==> src/rtl/mgr_stack_down_pkt_arbiter_if.sv <==
// Downstream packet bus between the manager requesters and the stack-bus
// downstream channel. The arbiter uses the master view; the requester array
// and stack-bus side use the slave view.
interface mgr_stack_down_pkt_arbiter_if #(
  parameter int NUM_REQ = 4,
  parameter int ID_W    = 2,
  parameter int DATA_W  = 64,
  parameter int TYPE_W  = 2,
  parameter int OOB_W   = 32
);
  logic [NUM_REQ-1:0]        req__arb__valid;
  logic [2*NUM_REQ-1:0]      req__arb__cntl;
  logic [TYPE_W*NUM_REQ-1:0] req__arb__type;
  logic [DATA_W*NUM_REQ-1:0] req__arb__data;
  logic [OOB_W*NUM_REQ-1:0]  req__arb__oob;
  logic [NUM_REQ-1:0]        arb__req__ready;

  logic                      arb__std__valid;
  logic [1:0]                arb__std__cntl;
  logic [TYPE_W-1:0]         arb__std__type;
  logic [DATA_W-1:0]         arb__std__data;
  logic [OOB_W-1:0]          arb__std__oob;
  logic [ID_W-1:0]           arb__std__srcId;
  logic                      std__arb__ready;

  modport master (
    input  req__arb__valid, req__arb__cntl, req__arb__type, req__arb__data, req__arb__oob,
    output arb__req__ready,
    output arb__std__valid, arb__std__cntl, arb__std__type, arb__std__data, arb__std__oob,
    output arb__std__srcId,
    input  std__arb__ready
  );

  modport slave (
    output req__arb__valid, req__arb__cntl, req__arb__type, req__arb__data, req__arb__oob,
    input  arb__req__ready,
    input  arb__std__valid, arb__std__cntl, arb__std__type, arb__std__data, arb__std__oob,
    input  arb__std__srcId,
    output std__arb__ready
  );
endinterface

==> src/rtl/mgr_stack_down_pkt_arbiter.sv <==
// Round-robin packet arbiter: shares one stack-bus downstream channel among
// NUM_REQ manager requesters, granting whole SOM..EOM packets, tagging each
// beat with its source ID, through one registered output stage.
module mgr_stack_down_pkt_arbiter #(
  parameter int NUM_REQ = 4,
  parameter int ID_W    = 2,
  parameter int DATA_W  = 64,
  parameter int TYPE_W  = 2,
  parameter int OOB_W   = 32
) (
  input  logic                          clk,
  input  logic                          reset_poweron,
  mgr_stack_down_pkt_arbiter_if.master  bus,
  output logic [7:0]                    arb__sys__errCnt
);

  localparam logic [1:0] CNTL_MOM = 2'b00;
  localparam logic [1:0] CNTL_SOM = 2'b01;
  localparam logic [1:0] CNTL_EOM = 2'b10;

  typedef enum logic [0:0] {S_IDLE = 1'b0, S_PKT = 1'b1} state_t;

  state_t            state_q, state_d;
  logic [ID_W-1:0]   ptr_q, ptr_d;
  logic [ID_W-1:0]   grant_q, grant_d;
  logic [7:0]        err_cnt_q;

  logic [1:0]        cntl_a [NUM_REQ];
  logic [TYPE_W-1:0] type_a [NUM_REQ];
  logic [DATA_W-1:0] data_a [NUM_REQ];
  logic [OOB_W-1:0]  oob_a  [NUM_REQ];

  logic              som_hit, drop_hit;
  logic [ID_W-1:0]   som_idx, drop_idx, cand;

  logic              slot_free;
  logic [NUM_REQ-1:0] ready_int;
  logic [ID_W-1:0]   sel_idx;
  logic              sel_vld, drop_en, err_inc;

  logic              vld_p0;
  logic [1:0]        cntl_p0;

  logic              vld_p1;
  logic [1:0]        cntl_p1;
  logic [TYPE_W-1:0] type_p1;
  logic [DATA_W-1:0] data_p1;
  logic [OOB_W-1:0]  oob_p1;
  logic [ID_W-1:0]   src_p1;

  // Saturating 8-bit increment for the malformed-beat counter.
  function automatic logic [7:0] sat_inc8(input logic [7:0] v);
    return (v == 8'hFF) ? v : v + 8'd1;
  endfunction

  // Unpack the flat per-requester buses into indexable arrays.
  always_comb begin
    for (int i = 0; i < NUM_REQ; i++) begin
      cntl_a[i] = bus.req__arb__cntl[2*i +: 2];
      type_a[i] = bus.req__arb__type[TYPE_W*i +: TYPE_W];
      data_a[i] = bus.req__arb__data[DATA_W*i +: DATA_W];
      oob_a[i]  = bus.req__arb__oob[OOB_W*i +: OOB_W];
    end
  end

  // Circular search from ptr for a valid packet start (SOM or SOM_EOM, both have cntl[0]=1).
  always_comb begin
    som_hit = 1'b0;
    som_idx = '0;
    cand    = '0;
    for (int k = 0; k < NUM_REQ; k++) begin
      cand = ptr_q + ID_W'(k);
      if (!som_hit && bus.req__arb__valid[cand] && cntl_a[cand][0]) begin
        som_hit = 1'b1;
        som_idx = cand;
      end
    end
  end

  // Lowest-index valid MOM/EOM, the candidate for dropping while idle.
  always_comb begin
    drop_hit = 1'b0;
    drop_idx = '0;
    for (int i = 0; i < NUM_REQ; i++) begin
      if (!drop_hit && bus.req__arb__valid[i] && !cntl_a[i][0]) begin
        drop_hit = 1'b1;
        drop_idx = ID_W'(i);
      end
    end
  end

  assign slot_free = !vld_p1 || bus.std__arb__ready;

  // FSM state register with grant pointer, locked grant and error counter.
  always_ff @(posedge clk) begin
    if (reset_poweron) begin
      state_q   <= S_IDLE;
      ptr_q     <= '0;
      grant_q   <= '0;
      err_cnt_q <= '0;
    end else begin
      state_q <= state_d;
      ptr_q   <= ptr_d;
      grant_q <= grant_d;
      if (err_inc) err_cnt_q <= sat_inc8(err_cnt_q);
    end
  end

  // FSM next state: a SOM locks the grant, an EOM from the granted requester releases it.
  always_comb begin
    state_d = state_q;
    ptr_d   = ptr_q;
    grant_d = grant_q;
    case (state_q)
      S_IDLE: begin
        if (vld_p0) begin
          if (cntl_p0 == CNTL_SOM) begin
            state_d = S_PKT;
            grant_d = sel_idx;
          end else begin
            ptr_d = sel_idx + ID_W'(1);
          end
        end
      end
      S_PKT: begin
        if (vld_p0 && cntl_p0 == CNTL_EOM) begin
          state_d = S_IDLE;
          ptr_d   = grant_q + ID_W'(1);
        end
      end
      default: state_d = S_IDLE;
    endcase
  end

  // FSM outputs: requester selection, per-requester ready, accepted beat and error event.
  always_comb begin
    ready_int = '0;
    sel_idx   = som_idx;
    sel_vld   = 1'b0;
    drop_en   = 1'b0;
    case (state_q)
      S_IDLE: begin
        if (som_hit) begin
          sel_idx            = som_idx;
          sel_vld            = 1'b1;
          ready_int[som_idx] = slot_free;
        end else if (drop_hit) begin
          drop_en             = 1'b1;
          ready_int[drop_idx] = 1'b1;
        end
      end
      S_PKT: begin
        sel_idx            = grant_q;
        sel_vld            = 1'b1;
        ready_int[grant_q] = slot_free;
      end
      default: ;
    endcase
    vld_p0  = sel_vld && slot_free && bus.req__arb__valid[sel_idx];
    cntl_p0 = cntl_a[sel_idx];
    err_inc = drop_en || (state_q == S_PKT && vld_p0 && cntl_p0[0]);
  end

  assign bus.arb__req__ready = reset_poweron ? '0 : ready_int;

  // Output stage: load on free slot, otherwise hold the beat under backpressure.
  always_ff @(posedge clk) begin
    if (reset_poweron) begin
      vld_p1  <= 1'b0;
      cntl_p1 <= CNTL_MOM;
      type_p1 <= '0;
      data_p1 <= '0;
      oob_p1  <= '0;
      src_p1  <= '0;
    end else if (slot_free) begin
      vld_p1 <= vld_p0;
      if (vld_p0) begin
        cntl_p1 <= cntl_p0;
        type_p1 <= type_a[sel_idx];
        data_p1 <= data_a[sel_idx];
        oob_p1  <= oob_a[sel_idx];
        src_p1  <= sel_idx;
      end
    end
  end

  assign bus.arb__std__valid = vld_p1;
  assign bus.arb__std__cntl  = cntl_p1;
  assign bus.arb__std__type  = type_p1;
  assign bus.arb__std__data  = data_p1;
  assign bus.arb__std__oob   = oob_p1;
  assign bus.arb__std__srcId = src_p1;
  assign arb__sys__errCnt    = err_cnt_q;

endmodule

==> src/flat_wrapper.sv <==
// flat-port wrapper written by rule: the top's interface ports become plain ports
module mgr_stack_down_pkt_arbiter_flat 
#(
  parameter int NUM_REQ = 4,
  parameter int ID_W    = 2,
  parameter int DATA_W  = 64,
  parameter int TYPE_W  = 2,
  parameter int OOB_W   = 32
)
  (clk, reset_poweron, arb__sys__errCnt, bus_req__arb__valid, bus_req__arb__cntl, bus_req__arb__type, bus_req__arb__data, bus_req__arb__oob, bus_arb__req__ready, bus_arb__std__valid, bus_arb__std__cntl, bus_arb__std__type, bus_arb__std__data, bus_arb__std__oob, bus_arb__std__srcId, bus_std__arb__ready);
  mgr_stack_down_pkt_arbiter_if #(.NUM_REQ(NUM_REQ), .ID_W(ID_W), .DATA_W(DATA_W), .TYPE_W(TYPE_W), .OOB_W(OOB_W)) bus_i ();
  input  logic clk;
  input  logic reset_poweron;
  output logic [7:0] arb__sys__errCnt;
  input wire logic [$bits(bus_i.req__arb__valid)-1:0] bus_req__arb__valid;
  input wire logic [$bits(bus_i.req__arb__cntl)-1:0] bus_req__arb__cntl;
  input wire logic [$bits(bus_i.req__arb__type)-1:0] bus_req__arb__type;
  input wire logic [$bits(bus_i.req__arb__data)-1:0] bus_req__arb__data;
  input wire logic [$bits(bus_i.req__arb__oob)-1:0] bus_req__arb__oob;
  output wire logic [$bits(bus_i.arb__req__ready)-1:0] bus_arb__req__ready;
  output wire logic [$bits(bus_i.arb__std__valid)-1:0] bus_arb__std__valid;
  output wire logic [$bits(bus_i.arb__std__cntl)-1:0] bus_arb__std__cntl;
  output wire logic [$bits(bus_i.arb__std__type)-1:0] bus_arb__std__type;
  output wire logic [$bits(bus_i.arb__std__data)-1:0] bus_arb__std__data;
  output wire logic [$bits(bus_i.arb__std__oob)-1:0] bus_arb__std__oob;
  output wire logic [$bits(bus_i.arb__std__srcId)-1:0] bus_arb__std__srcId;
  input wire logic [$bits(bus_i.std__arb__ready)-1:0] bus_std__arb__ready;
  assign bus_i.req__arb__valid = bus_req__arb__valid;
  assign bus_i.req__arb__cntl = bus_req__arb__cntl;
  assign bus_i.req__arb__type = bus_req__arb__type;
  assign bus_i.req__arb__data = bus_req__arb__data;
  assign bus_i.req__arb__oob = bus_req__arb__oob;
  assign bus_arb__req__ready = bus_i.arb__req__ready;
  assign bus_arb__std__valid = bus_i.arb__std__valid;
  assign bus_arb__std__cntl = bus_i.arb__std__cntl;
  assign bus_arb__std__type = bus_i.arb__std__type;
  assign bus_arb__std__data = bus_i.arb__std__data;
  assign bus_arb__std__oob = bus_i.arb__std__oob;
  assign bus_arb__std__srcId = bus_i.arb__std__srcId;
  assign bus_i.std__arb__ready = bus_std__arb__ready;
  mgr_stack_down_pkt_arbiter #(.NUM_REQ(NUM_REQ), .ID_W(ID_W), .DATA_W(DATA_W), .TYPE_W(TYPE_W), .OOB_W(OOB_W)) u_core (.clk(clk), .reset_poweron(reset_poweron), .bus(bus_i), .arb__sys__errCnt(arb__sys__errCnt));
endmodule
==> config.mk <==
export PLATFORM = sky130hd
export DESIGN_NAME = mgr_stack_down_pkt_arbiter_flat
export DESIGN_NICKNAME = d
export VERILOG_FILES = /design/src/rtl/mgr_stack_down_pkt_arbiter_if.sv /design/src/rtl/mgr_stack_down_pkt_arbiter.sv /design/src/flat_wrapper.sv
export SDC_FILE = /design/constraint.sdc
export NUM_CORES = 1
export LEC_CHECK = 0
export ABC_AREA = 1
export CORE_AREA = 2 2 202 204
export DETAILED_ROUTE_END_ITERATION = 8
export DIE_AREA = 0 0 204 206
export GPL_ROUTABILITY_DRIVEN = 0
export PLACE_DENSITY = 0.61
export SLEW_MARGIN = 20
export SYNTH_ARGS = -nofsm -noshare
export SYNTH_HDL_FRONTEND = slang
export SYNTH_SLANG_ARGS = --single-unit
==> constraint.sdc <==
create_clock -name clk -period 2 [get_ports clk]
set_input_delay 0.2 -clock clk [delete_from_list [all_inputs] [get_ports clk]]
set_output_delay 0.2 -clock clk [all_outputs]
set_load 0.05 [all_outputs]
Word-level counts from Yosys, hierarchy flattened
Index checks and enable logic that the tools add are counted.
{"block": "op_classes", "n_lt_le_gt_ge": 16, "n_eq_ne": 6, "muxes": 73, "reduce_logical": 39, "bitwise_logic": 9, "addsub": 6, "n_shift": 0, "n_mul": 0, "div_mod_pow": 0}
{"operator": "$bmux 64 s2", "n": 1}
{"operator": "$mux 64", "n": 2}
{"operator": "$bmux 32 s2", "n": 1}
{"operator": "$mux 32", "n": 2}
{"operator": "$mux 1", "n": 32}
{"operator": "$mux 2", "n": 13}
{"operator": "$bmux 2 s2", "n": 6}
{"operator": "$lt 2x3->1 const B", "n": 8}
{"operator": "$logic_and 1x1->1", "n": 22}
{"operator": "$ge 3x3->1 const B", "n": 5}
{"operator": "$not 2->3", "n": 5}
{"operator": "$mux 4", "n": 3}
{"operator": "$logic_not 1->1", "n": 11}
{"operator": "$bmux 1 s2", "n": 5}
{"operator": "$add 8x1->8 const B", "n": 1}
{"operator": "$and 4x4->4", "n": 2}
{"operator": "$eq 8x8->1 const B", "n": 1}
{"operator": "$pmux 2 s2", "n": 2}
{"operator": "$pmux 4 s2", "n": 1}
{"operator": "$add 2x1->2 const B", "n": 3}
{"operator": "$demux 1 s2", "n": 3}
{"operator": "$ge 2x1->1 const B", "n": 3}
{"operator": "$reduce_and 3->1", "n": 2}
{"operator": "$add 2x2->2 const B", "n": 2}
{"operator": "8 further kinds", "n": 13}
{"block": "word_totals", "ram_bits": 0, "mem_bits_ro": 0, "memories": 0, "inputBits": 407, "elab_cells": 159, "latchBits": 0, "regBits": 116, "out_inout_bits": 115}

Depth between registers and ports, before layout
Gate-level depths: netlist of run 1.
{"block": "depth", "depth_word": 27, "depth_mapped": 21, "depth_no_buf": 19}

Least setup slack after synthesis of run 1
OpenSTA, ideal clock, no wires.
{"block": "synth_timing", "path_type": "register to output", "start": "register u_core.ptr_q[0]", "end": "output port bus_arb__req__ready[3]", "path_stages_with_launch": 10, "setup_slack_ns": -0.736, "arrival_ns": 2.536, "cell_sequence": "dfxtp_1 > buf_6 > nand2_2 > nand3_1 > nand2_2 > nor3_1 > nand2_1 > nor2_1 > o21ai_0 > a311oi_1"}
{"block": "synth_via", "elab_chain_cells": 26, "word_cells_on_any_way": 54, "classes_between": "add/sub (3); order compare (2); mux (33); bitwise (5); reduce/logical (11)"}
{"element": "from (decl)", "line_no": "mgr_stack_down_pkt_arbiter.sv:24", "source": "logic [ID_W-1:0] ptr_q, ptr_d;"}
{"element": "from (signal assigned)", "line_no": "mgr_stack_down_pkt_arbiter.sv:103", "source": "ptr_q <= ptr_d;"}
{"element": "$not 2->3 (not written as such)", "line_no": "mgr_stack_down_pkt_arbiter.sv:73", "source": "if (!som_hit && bus.req__arb__valid[cand] && cntl_a[cand][0]) begin"}
{"element": "$bmux 2 s2", "line_no": "mgr_stack_down_pkt_arbiter.sv:73"}
{"element": "$mux 1 (not written as such) (2 in series)", "line_no": "mgr_stack_down_pkt_arbiter.sv:73"}
{"element": "$logic_and 1x1->1", "line_no": "mgr_stack_down_pkt_arbiter.sv:73"}
{"element": "$mux 1", "line_no": "mgr_stack_down_pkt_arbiter.sv:73"}
{"element": "$logic_not 1->1", "line_no": "mgr_stack_down_pkt_arbiter.sv:73"}
{"element": "$logic_and 1x1->1 (2 in series)", "line_no": "mgr_stack_down_pkt_arbiter.sv:73"}
{"element": "$mux 1", "line_no": "mgr_stack_down_pkt_arbiter.sv:73"}
{"element": "(+8 left out)"}
{"element": "$lt 2x3->1 (not written as such) / $ge 2x1->1 (equally long branches)", "line_no": "mgr_stack_down_pkt_arbiter.sv:146", "source": "ready_int[som_idx] = slot_free;"}
{"element": "$logic_and 1x1->1 (not written as such)", "line_no": "mgr_stack_down_pkt_arbiter.sv:146"}
{"element": "$mux 1 (not written as such)", "line_no": "mgr_stack_down_pkt_arbiter.sv:146"}
{"element": "$demux 1 s2"}
{"element": "$and 4x4->4 (no source line)"}
{"element": "$mux 4 (*)", "line_no": "mgr_stack_down_pkt_arbiter.sv:143", "source": "if (som_hit) begin"}
{"element": "$pmux 4 s2 (*)", "line_no": "mgr_stack_down_pkt_arbiter.sv:141", "source": "case (state_q)"}
{"element": "$mux 4 (*)", "line_no": "mgr_stack_down_pkt_arbiter.sv:164", "source": "assign bus.arb__req__ready = reset_poweron ? '0 : ready_int;"}
{"element": "to (decl)", "line_no": "flat_wrapper.sv:20", "source": "output wire logic [$bits(bus_i.arb__req__ready)-1:0] bus_arb__req__ready;"}
Every way passes the cells marked *; elsewhere a longest branch is shown, timed or not. The select of a mux whose other input is x is not followed.

Final worst setup path of run 1
{"block": "layout_timing", "start": "register u_core.ptr_q[0]", "end": "register u_core.err_cnt_q[3], in the netlist u_core.arb__sys__errCnt[3]"}
{"block": "layout_via", "elab_chain_cells": 26, "word_cells_on_any_way": 62, "classes_between": "add/sub (3); mux (38); bitwise (5); reduce/logical (16)"}
{"element": "$not 2->3 (not written as such)", "line_no": "mgr_stack_down_pkt_arbiter.sv:73"}
{"element": "$bmux 2 s2", "line_no": "mgr_stack_down_pkt_arbiter.sv:73"}
{"element": "$mux 1 (not written as such) (2 in series)", "line_no": "mgr_stack_down_pkt_arbiter.sv:73"}
{"element": "$logic_and 1x1->1", "line_no": "mgr_stack_down_pkt_arbiter.sv:73"}
{"element": "$mux 1", "line_no": "mgr_stack_down_pkt_arbiter.sv:73"}
{"element": "$logic_not 1->1", "line_no": "mgr_stack_down_pkt_arbiter.sv:73"}
{"element": "$logic_and 1x1->1 (2 in series)", "line_no": "mgr_stack_down_pkt_arbiter.sv:73"}
{"element": "$mux 1", "line_no": "mgr_stack_down_pkt_arbiter.sv:73"}
{"element": "(+8 left out)"}
{"element": "$pmux 2 s2 / $mux 1 (equally long branches)", "line_no": "mgr_stack_down_pkt_arbiter.sv:141, mgr_stack_down_pkt_arbiter.sv:143"}
{"element": "$not 2->3 (not written as such), or another cell as far along", "line_no": "mgr_stack_down_pkt_arbiter.sv:160", "source": "cntl_p0 = cntl_a[sel_idx];"}
{"element": "$bmux 2 s2, or another cell as far along", "line_no": "mgr_stack_down_pkt_arbiter.sv:160"}
{"element": "$mux 2 (not written as such) / $logic_and 1x1->1 (equally long branches)", "line_no": "mgr_stack_down_pkt_arbiter.sv:160, mgr_stack_down_pkt_arbiter.sv:159"}
{"element": "$mux 2 (not written as such) / $logic_and 1x1->1 (equally long branches)", "line_no": "mgr_stack_down_pkt_arbiter.sv:160, mgr_stack_down_pkt_arbiter.sv:161"}
{"element": "$logic_and 1x1->1", "line_no": "mgr_stack_down_pkt_arbiter.sv:161", "source": "err_inc = drop_en || (state_q == S_PKT && vld_p0 && cntl_p0[0]);"}
{"element": "$logic_or 1x1->1 (*)", "line_no": "mgr_stack_down_pkt_arbiter.sv:161"}
{"element": "$reduce_and 2->1 (no source line) (*)"}
{"element": "to (signal assigned)", "line_no": "mgr_stack_down_pkt_arbiter.sv:105", "source": "if (err_inc) err_cnt_q <= sat_inc8(err_cnt_q);"}
{"element": "to (decl)", "line_no": "mgr_stack_down_pkt_arbiter.sv:26", "source": "logic [7:0] err_cnt_q;"}
Marked as above.
A chain may end at the register's enable or synchronous reset.

==> metrics.cfg, run 1 <==
[status]
status = finished, violations left
violations = negative setup slack

[route]
drt_pass1_iterations = 5
wl_per_cell_um = 18.6
via_per_inst = 4.72
vias = 11135
drt_iter0_markers = 610
ant_nets = 0
wirelength_um = 43800
drc = 0

[clock_tree]
clockBufferDepth = 2
clk_latency_ns = 0.43
cts-root-buf = clkbuf_16
cts_max_level = 4
cts_hold_buf = 0
cts_sinks = 116
numCtsBuffers = 17
cts.clk_slew.worst_paths_ns = 0.06
cts_tree = built

[setup_path]
critPathMaxFanout = 8
worstSetupPathType = reg2reg
cp.required_ns = 2.31
end_kind = flop
arrival_ns = 3.03
crit_path_start_kind = flop

[synthesis]
synth_area_mm2 = 0.00764
synth_top_area_share_pct = 30.4
synth.avg_cell_area_um2 = 6.24
ys_seq_elements = 116
ys_top_cells_by_area = dfxtp_1 30%, nor2_1 20%, o21ai_0 17%
synthDistinctLibCells = 34
yosys.area.top_type = dfxtp_1
ys_warn_count = 0
synth_cells = 1224
seq_area_frac_synth_pct = 30.4
synthesis.nets = 1632

[sta]
fmax_ghz = 0.368
finalSetupViolations = 120
worstMarginPinSlew_ns = 1.09
relSlewSlack_pct = 26.5
tns_ns = -73.04
setup_ws_ns = -0.719
holdWs_ns = 0.468
fin_skew_ns = 0.00966
hold_violations = 0
finalCriticalPeriod_ns = 2.72
rsz0062_at_grt = true
finalCritPeriodShare_pct = 136
drv_slew = 0

[finish]
nets = 2222
area_growth_pct = 113
n_fill_cell = 4044
layout-drive-gt1-share_pct = 18.8

[die]
die_area_mm2 = 0.0420
die_x_um = 204
fp-row-count = 74
start_util_pct = 19.0
fp.dieH_um = 206
ios = 522
fp.coreArea_mm2 = 0.0402

[pwr]
switching_share_pct = 49.8
seq_power_share_pct = 11.6
peakVddDrop_uv = 860
p_int_mw = 15.2
p_sw_mw = 15.1
combinationalPowerShare_pct = 79.0
pwr-share-clk_pct = 9.3
powerDensity_mw_per_mm2 = 1860
leakage_nw = 6.26

[grt]
grt_pass1_wl_um = 62500
grt_use_total_pct = 19.8
grt_pass1_vias = 10997
antenna_found_initial = 2
grt_overflow = 0
grt_max_degree = 81

[job]
maxCapViolCount = 0

[hold_path]
hold_class = reg2reg

[place]
dp_hpwl_um = 29300
dp_slack_ns = -0.708
numPortBuffers = 521

## logic make-up (layout without fill, tap and decap cells)
family	Yosys count	in the layout	share of synthesized area, %
compound gates	432	432	30.3
buf+inv	131	732	9.05
fa+ha+maj	1	1	0.164
xor+xnor	7	7	0.802
flops	116	116	30.4
other cells	0	1	0
simple gates	537	538	29.3
## cell usage after synthesis
library cell  count
a221oi_1          2
nor3_1            5
nand3b_1          1
buf_2            34
clkbuf_1         45
o21ai_0         263
a311oi_1          1
buf_4             7
nand3_1          30
o22ai_1          99
nand3_4           2
nand2_1          62
xor2_1            4
nor2_1          403
a21oi_4           1
nor2_4            2
nand2_2          16
nor2_2            2
inv_1            22
a31oi_1           3
ha_1              1
nand3_2           9
nand4_1           3
a21oi_1          21
buf_6            16
inv_2             4
nand2_4           1
o21ai_1          41
dfxtp_1         116
buf_1             2
o311ai_0          1
xnor2_1           3
buf_8             1
nor2_8            1
## area by class of cell
cell class / count / area, µm² / area share (%)
repair buffers: 675 / 7270 / 44.6
multi-input cells: 978 / 5370 / 32.9
flip-flops and latches: 116 / 2330 / 14.3
well taps: 532 / 666 / 4.08
clock buffers: 22 / 484 / 2.97
inverters: 26 / 119 / 0.729
clock inverters: 9 / 55.1 / 0.338
diodes: 1 / 2.50 / 0.0154
## worst paths after layout
check | cells after the start | slack (ns) | end | startpoint
setup reg to reg | 21 | -0.72 | u_core.arb__sys__errCnt[3] | u_core.ptr_q[0]
hold reg to reg | 2 | 0.47 | u_core.bus.arb__std__cntl[0] | u_core.bus.arb__std__cntl[0]
setup / recovery | 21 | -0.72 | u_core.arb__sys__errCnt[3] | u_core.ptr_q[0]
hold / removal | 2 | 0.47 | u_core.bus.arb__std__cntl[0] | u_core.bus.arb__std__cntl[0]
## state kept, by name (all words and copies together) (netlist names)
| register | flops |
|---|---|
| u_core.bus.arb__std__data | 64 |
| u_core.bus.arb__std__oob | 32 |
| u_core.arb__sys__errCnt | 8 |
| u_core.bus.arb__std__cntl | 2 |
| u_core.bus.arb__std__srcId | 2 |
| u_core.bus.arb__std__type | 2 |
| u_core.grant_q | 2 |
| u_core.ptr_q | 2 |
| u_core.bus.arb__std__valid | 1 |
| u_core.state_q | 1 |
## stage by stage
stage / area [µm²] / std cells / util [%] / power, mW
after global placement: 14100 / 2275 / 35.0 / 21.1
after CTS: 15800 / 2350 / 39.3 / 29.3
final: 16300 / 2359 / 40.6 / 30.3
after detailed placement: 14100 / 2275 / 35.0 / 21.3
after floorplan: 7760 / 1224 / - / 14.9
after global routing: 16300 / 2359 / 40.6 / 32.3
## critical path, cell delays in order, from the launching register on
cell,delay [ns]
dfxtp_4,0.43
buf_8,0.17
nand2_2,0.06
o21ai_1,0.12
nand3_2,0.13
o21ai_4,0.09
nand3_2,0.14
nand2_2,0.11
nand2_2,0.07
buf_6,0.13
nand2_8,0.06
nand2_8,0.06
nor2_4,0.12
nor2_4,0.05
buf_6,0.12
nor2_8,0.13
buf_6,0.13
nand3_4,0.12
nand2_8,0.11
nand2_8,0.10
nand2_2,0.09
a21oi_1,0.06
## what timing repair did
action	CTS	global route
pin swaps	42	48
setup buffers	23	9
endpoints found under the hold margin	0	0
gates resized for setup	154	152
cloned	21	0
setup endpoints to repair	120	122
## cells in the final DEF, fill, tap and decap left out, types with 5 or more instances in the layout
cell	instances
nand3_4	13
o21ai_0	171
a21oi_2	6
dfxtp_1	114
nand2_8	8
nand2_2	22
inv_1	17
nand3_1	20
buf_6	30
nand2_1	32
nor2_2	21
o22ai_2	5
o21ai_1	109
buf_12	22
buf_16	22
nand2_4	18
a21oi_1	15
nor2_1	377
nand3_2	8
clkinv_2	6
clkbuf_16	17
o21ai_2	23
buf_4	80
nor2_4	9
o22ai_1	94
clkdlybuf4s50_1	511
## power groups by stage
stage	logic (mW)	registers, mW	clock network (mW)
finish	23.9	3.52	2.83
global route	25.6	3.60	3.03
CTS	22.9	3.49	2.93
detailed placement	17.8	3.51	0
global placement	17.6	3.49	0
floorplan	9.15	5.78	0
## layer usage
layer  wire length (µm)  GRT usage (%)  up-vias  part of all wire (%)
met5                 13              0        -                 0.030
met4               2000           9.65        2                   4.6
met3               3920           5.88       97                   8.9
met2              20900           34.9      542                    48
met1              17000           21.6     5110                    39
li1                   -              -     5384                     -
Note: power is estimated with default switching activity, not from simulation.
==> inputs of run 2 (changes only) <==
--- a/config.mk
+++ b/config.mk
@@ -5,12 +5,11 @@
 export SDC_FILE = /design/constraint.sdc
 export NUM_CORES = 1
 export LEC_CHECK = 0
-export ABC_AREA = 1
-export CORE_AREA = 2 2 202 204
+export CORE_AREA = 2 2 205 207
 export DETAILED_ROUTE_END_ITERATION = 8
-export DIE_AREA = 0 0 204 206
+export DIE_AREA = 0 0 207 209
 export GPL_ROUTABILITY_DRIVEN = 0
-export PLACE_DENSITY = 0.61
+export PLACE_DENSITY = 0.58
 export SLEW_MARGIN = 20
 export SYNTH_ARGS = -nofsm -noshare
 export SYNTH_HDL_FRONTEND = slang
==> run 2 against run 1 <==
  * The run still ends with negative setup slack left
  * Cell count is 20% lower
  * Core utilization is 4.3 points lower
  * Setup slack better by 0.29 ns
  * Register-to-register slack better by 0.29 ns
  * Sequential share of layout area is 1.4 points higher
  * Sequential power is 2% lower
  * Combinational power is 52% lower
  * Routed wire length is 18% lower
  * Synthesized area is 6.0% lower
  * Clock skew is 0.0024 ns higher
  * First-iteration DRC count is 28% lower
  * Hold slack worse by 0.27 ns
==> metrics.cfg, run 2 <==
[pwr]
finalPower_mw = 17.8
powerDensity_mw_per_mm2 = 1190
peakVddDrop_uv = 457
leakage_nw = 5.48

[synthesis]
synthesis.nets = 1145
synth.avg_cell_area_um2 = 9.74
ys_warn_count = 0
ys_seq_elements = 116
synth-edff-count = 0
synth_common_cells = 207 x nand2_1, 116 x dfxtp_1, 115 x a21oi_1
synthDistinctLibCells = 64
ys_top_cells_by_area = dfxtp_1 32%, mux4_2 31%, nand2_1 11%
synth_area_mm2 = 0.00718
synthFlopType = dfxtp_1
synth_top_area_share_pct = 32.3
yosys.area.top_type = dfxtp_1
post-synth-top-count-cell = nand2_1
seq_area_frac_synth_pct = 32.3
synth_cells = 737
synth-async-reset-ratio_pct = 0

[sta]
relSlewSlack_pct = 59.5
finalCritPeriodShare_pct = 121
fin_skew_ns = 0.0120
tns_ns = -43.81
rsz0062_at_grt = true
setup_ws_ns = -0.424
fmax_ghz = 0.413
worstMarginPinSlew_ns = 0.606
hold_violations = 0
drv_slew = 0
finalCriticalPeriod_ns = 2.42
finalSetupViolations = 119

[grt]
antenna_found_initial = 2
grt_pass1_wl_um = 51100
grt_max_degree = 60
grt_overflow = 0
grt_use_total_pct = 15.4
grt_pass1_vias = 8790

[clock_tree]
cts_sinks = 116
cts_tree = built
cts_max_level = 4
cts.clk_slew.worst_paths_ns = 0.06
clockBufferDepth = 2
cts-root-buf = clkbuf_16
clk_latency_ns = 0.43
numCtsBuffers = 17

[place]
place_area_mm2 = 0.0139
numPortBuffers = 521
dp_hpwl_um = 27700

[route]
drt_iter0_markers = 442
via_per_inst = 4.49
ant_nets = 0
wirelength_um = 36100
wl_per_cell_um = 19.0
drc = 0
drt_pass1_iterations = 7
vias = 8519

[finish]
largest_reg_flops = 64
layout_commonest_cell = clkdlybuf4s50_1
nets = 1754
layout-drive-gt1-share_pct = 23.9
final_cell_mix = 507 x clkdlybuf4s50_1, 199 x nand2_1, 108 x a21oi_1
design_area_mm2 = 0.0150
diodes = 0
area_growth_pct = 109

[die]
fp-row-count = 75
fp.coreArea_mm2 = 0.0413
fp.dieH_um = 209
die_x_um = 207
start_util_pct = 17.4
ios = 522
die_area_mm2 = 0.0433

[setup_path]
crit_path_start_kind = flop
worstSetupPathType = reg2reg
critPathMaxFanout = 7
end_kind = flop
arrival_ns = 2.77
cp.required_ns = 2.35

[job]
maxCapViolCount = 0

[hold_path]
hold_class = in2reg

[status]
violations = negative setup slack
status = finished, violations left

run 2: cell types whose count changed in the layout (fill, tap and decap cells not counted), moves of 23 or more:
cell and change:
nand2_1 +167, mux4_2 +99, nor2_1 -367, o21ai_1 -104, o22ai_1 -94, o21ai_2 -23
o21ai_0 -165, a21oi_1 +93
run 2: timing repair:
item | CTS | global route
setup endpoints to repair | 121 | 120
buffers inserted | 8 | 6
hold buffers | 0 | 0
resized for setup | 24 | 45
cloned | 1 | 7
pin swaps | 7 | 19
run 2: final timing paths:
path	slack, ns	startpoint	to	cells past startpoint
hold reg to reg	0.45	u_core.bus.arb__std__data[60]	u_core.bus.arb__std__data[60]	2
setup reg to reg	-0.42	u_core.ptr_q[1]	u_core.grant_q[1]	11
setup / recovery	-0.42	u_core.ptr_q[1]	u_core.grant_q[1]	11
hold / removal	0.20	reset_poweron	u_core.bus.arb__std__data[47]	2
run 2: kinds of logic after synthesis:
family / synth area share, %
buffers and inverters: 4.62
AOI/OAI and AO/OA: 13.2
and+or+nand+nor: 17.2
DFF: 32.3
adders and majority gates: 0.174
muxes: 32.2
xor gates and xnor gates: 0.244
run 2: critical path, cell delays in order (launching register included):
cell and delay (ns):
dfxtp_4 0.36, nand2b_1 0.15, a21o_1 0.19, a211o_1 0.33, buf_4 0.16, a211oi_2 0.28, buf_4 0.18, nor3_4 0.04
buf_6 0.14, clkbuf_16 0.17, a311o_1 0.28, o31ai_1 0.07
run 2: final cells by class:
class	count	area (µm²)
clock buffers	28	498
multi-input cells	553	4790
repair buffers	653	6610
clock inverters	4	45.0
flip-flops and latches	116	2350
fillers	4135	26300
well taps	539	674
inverters	5	18.8
run 2: per-stage QoR:
stage | hold slack, ns | cells | util [%] | worst slack (ns)
CTS | 0.163 | 1886 | 35.4 | -0.443
floorplan | 0.471 | 737 | - | -0.151
detailed placement | 0.446 | 1845 | 33.6 | -0.870
finish | 0.199 | 1898 | 36.3 | -0.424
global route | 0.192 | 1898 | 36.3 | -0.534
global placement | 0.441 | 1845 | 33.6 | -0.845
run 2: where the power goes:
| group | total (mW) | switching, mW | leakage (nW) | internal (mW) |
|---|---|---|---|---|
| Sequential | 3.45 | 0.436 | 0.958 | 3.02 |
| Clock | 2.94 | 1.13 | 0.265 | 1.81 |
| Combinational | 11.4 | 6.11 | 4.25 | 5.31 |
| Total | 17.8 | 7.67 | 5.48 | 10.1 |
run 2: metal layers:
| layer | wire [µm] | track usage [%] |
|---|---|---|
| met1 | 14400 | 17.6 |
| met2 | 18400 | 27.4 |
| met3 | 2460 | 3.98 |
| met4 | 889 | 5.94 |
| met5 | 12 | 0 |
==> inputs of run 3 (changes only) <==
--- a/config.mk
+++ b/config.mk
@@ -9,6 +9,7 @@
 export DETAILED_ROUTE_END_ITERATION = 8
 export DIE_AREA = 0 0 207 209
 export GPL_ROUTABILITY_DRIVEN = 0
+export HOLD_SLACK_MARGIN = 0.06
 export PLACE_DENSITY = 0.58
 export SLEW_MARGIN = 20
 export SYNTH_ARGS = -nofsm -noshare
==> results of run 3 <==
No change in the layout: final DEF, timing and power equal those of run 2.
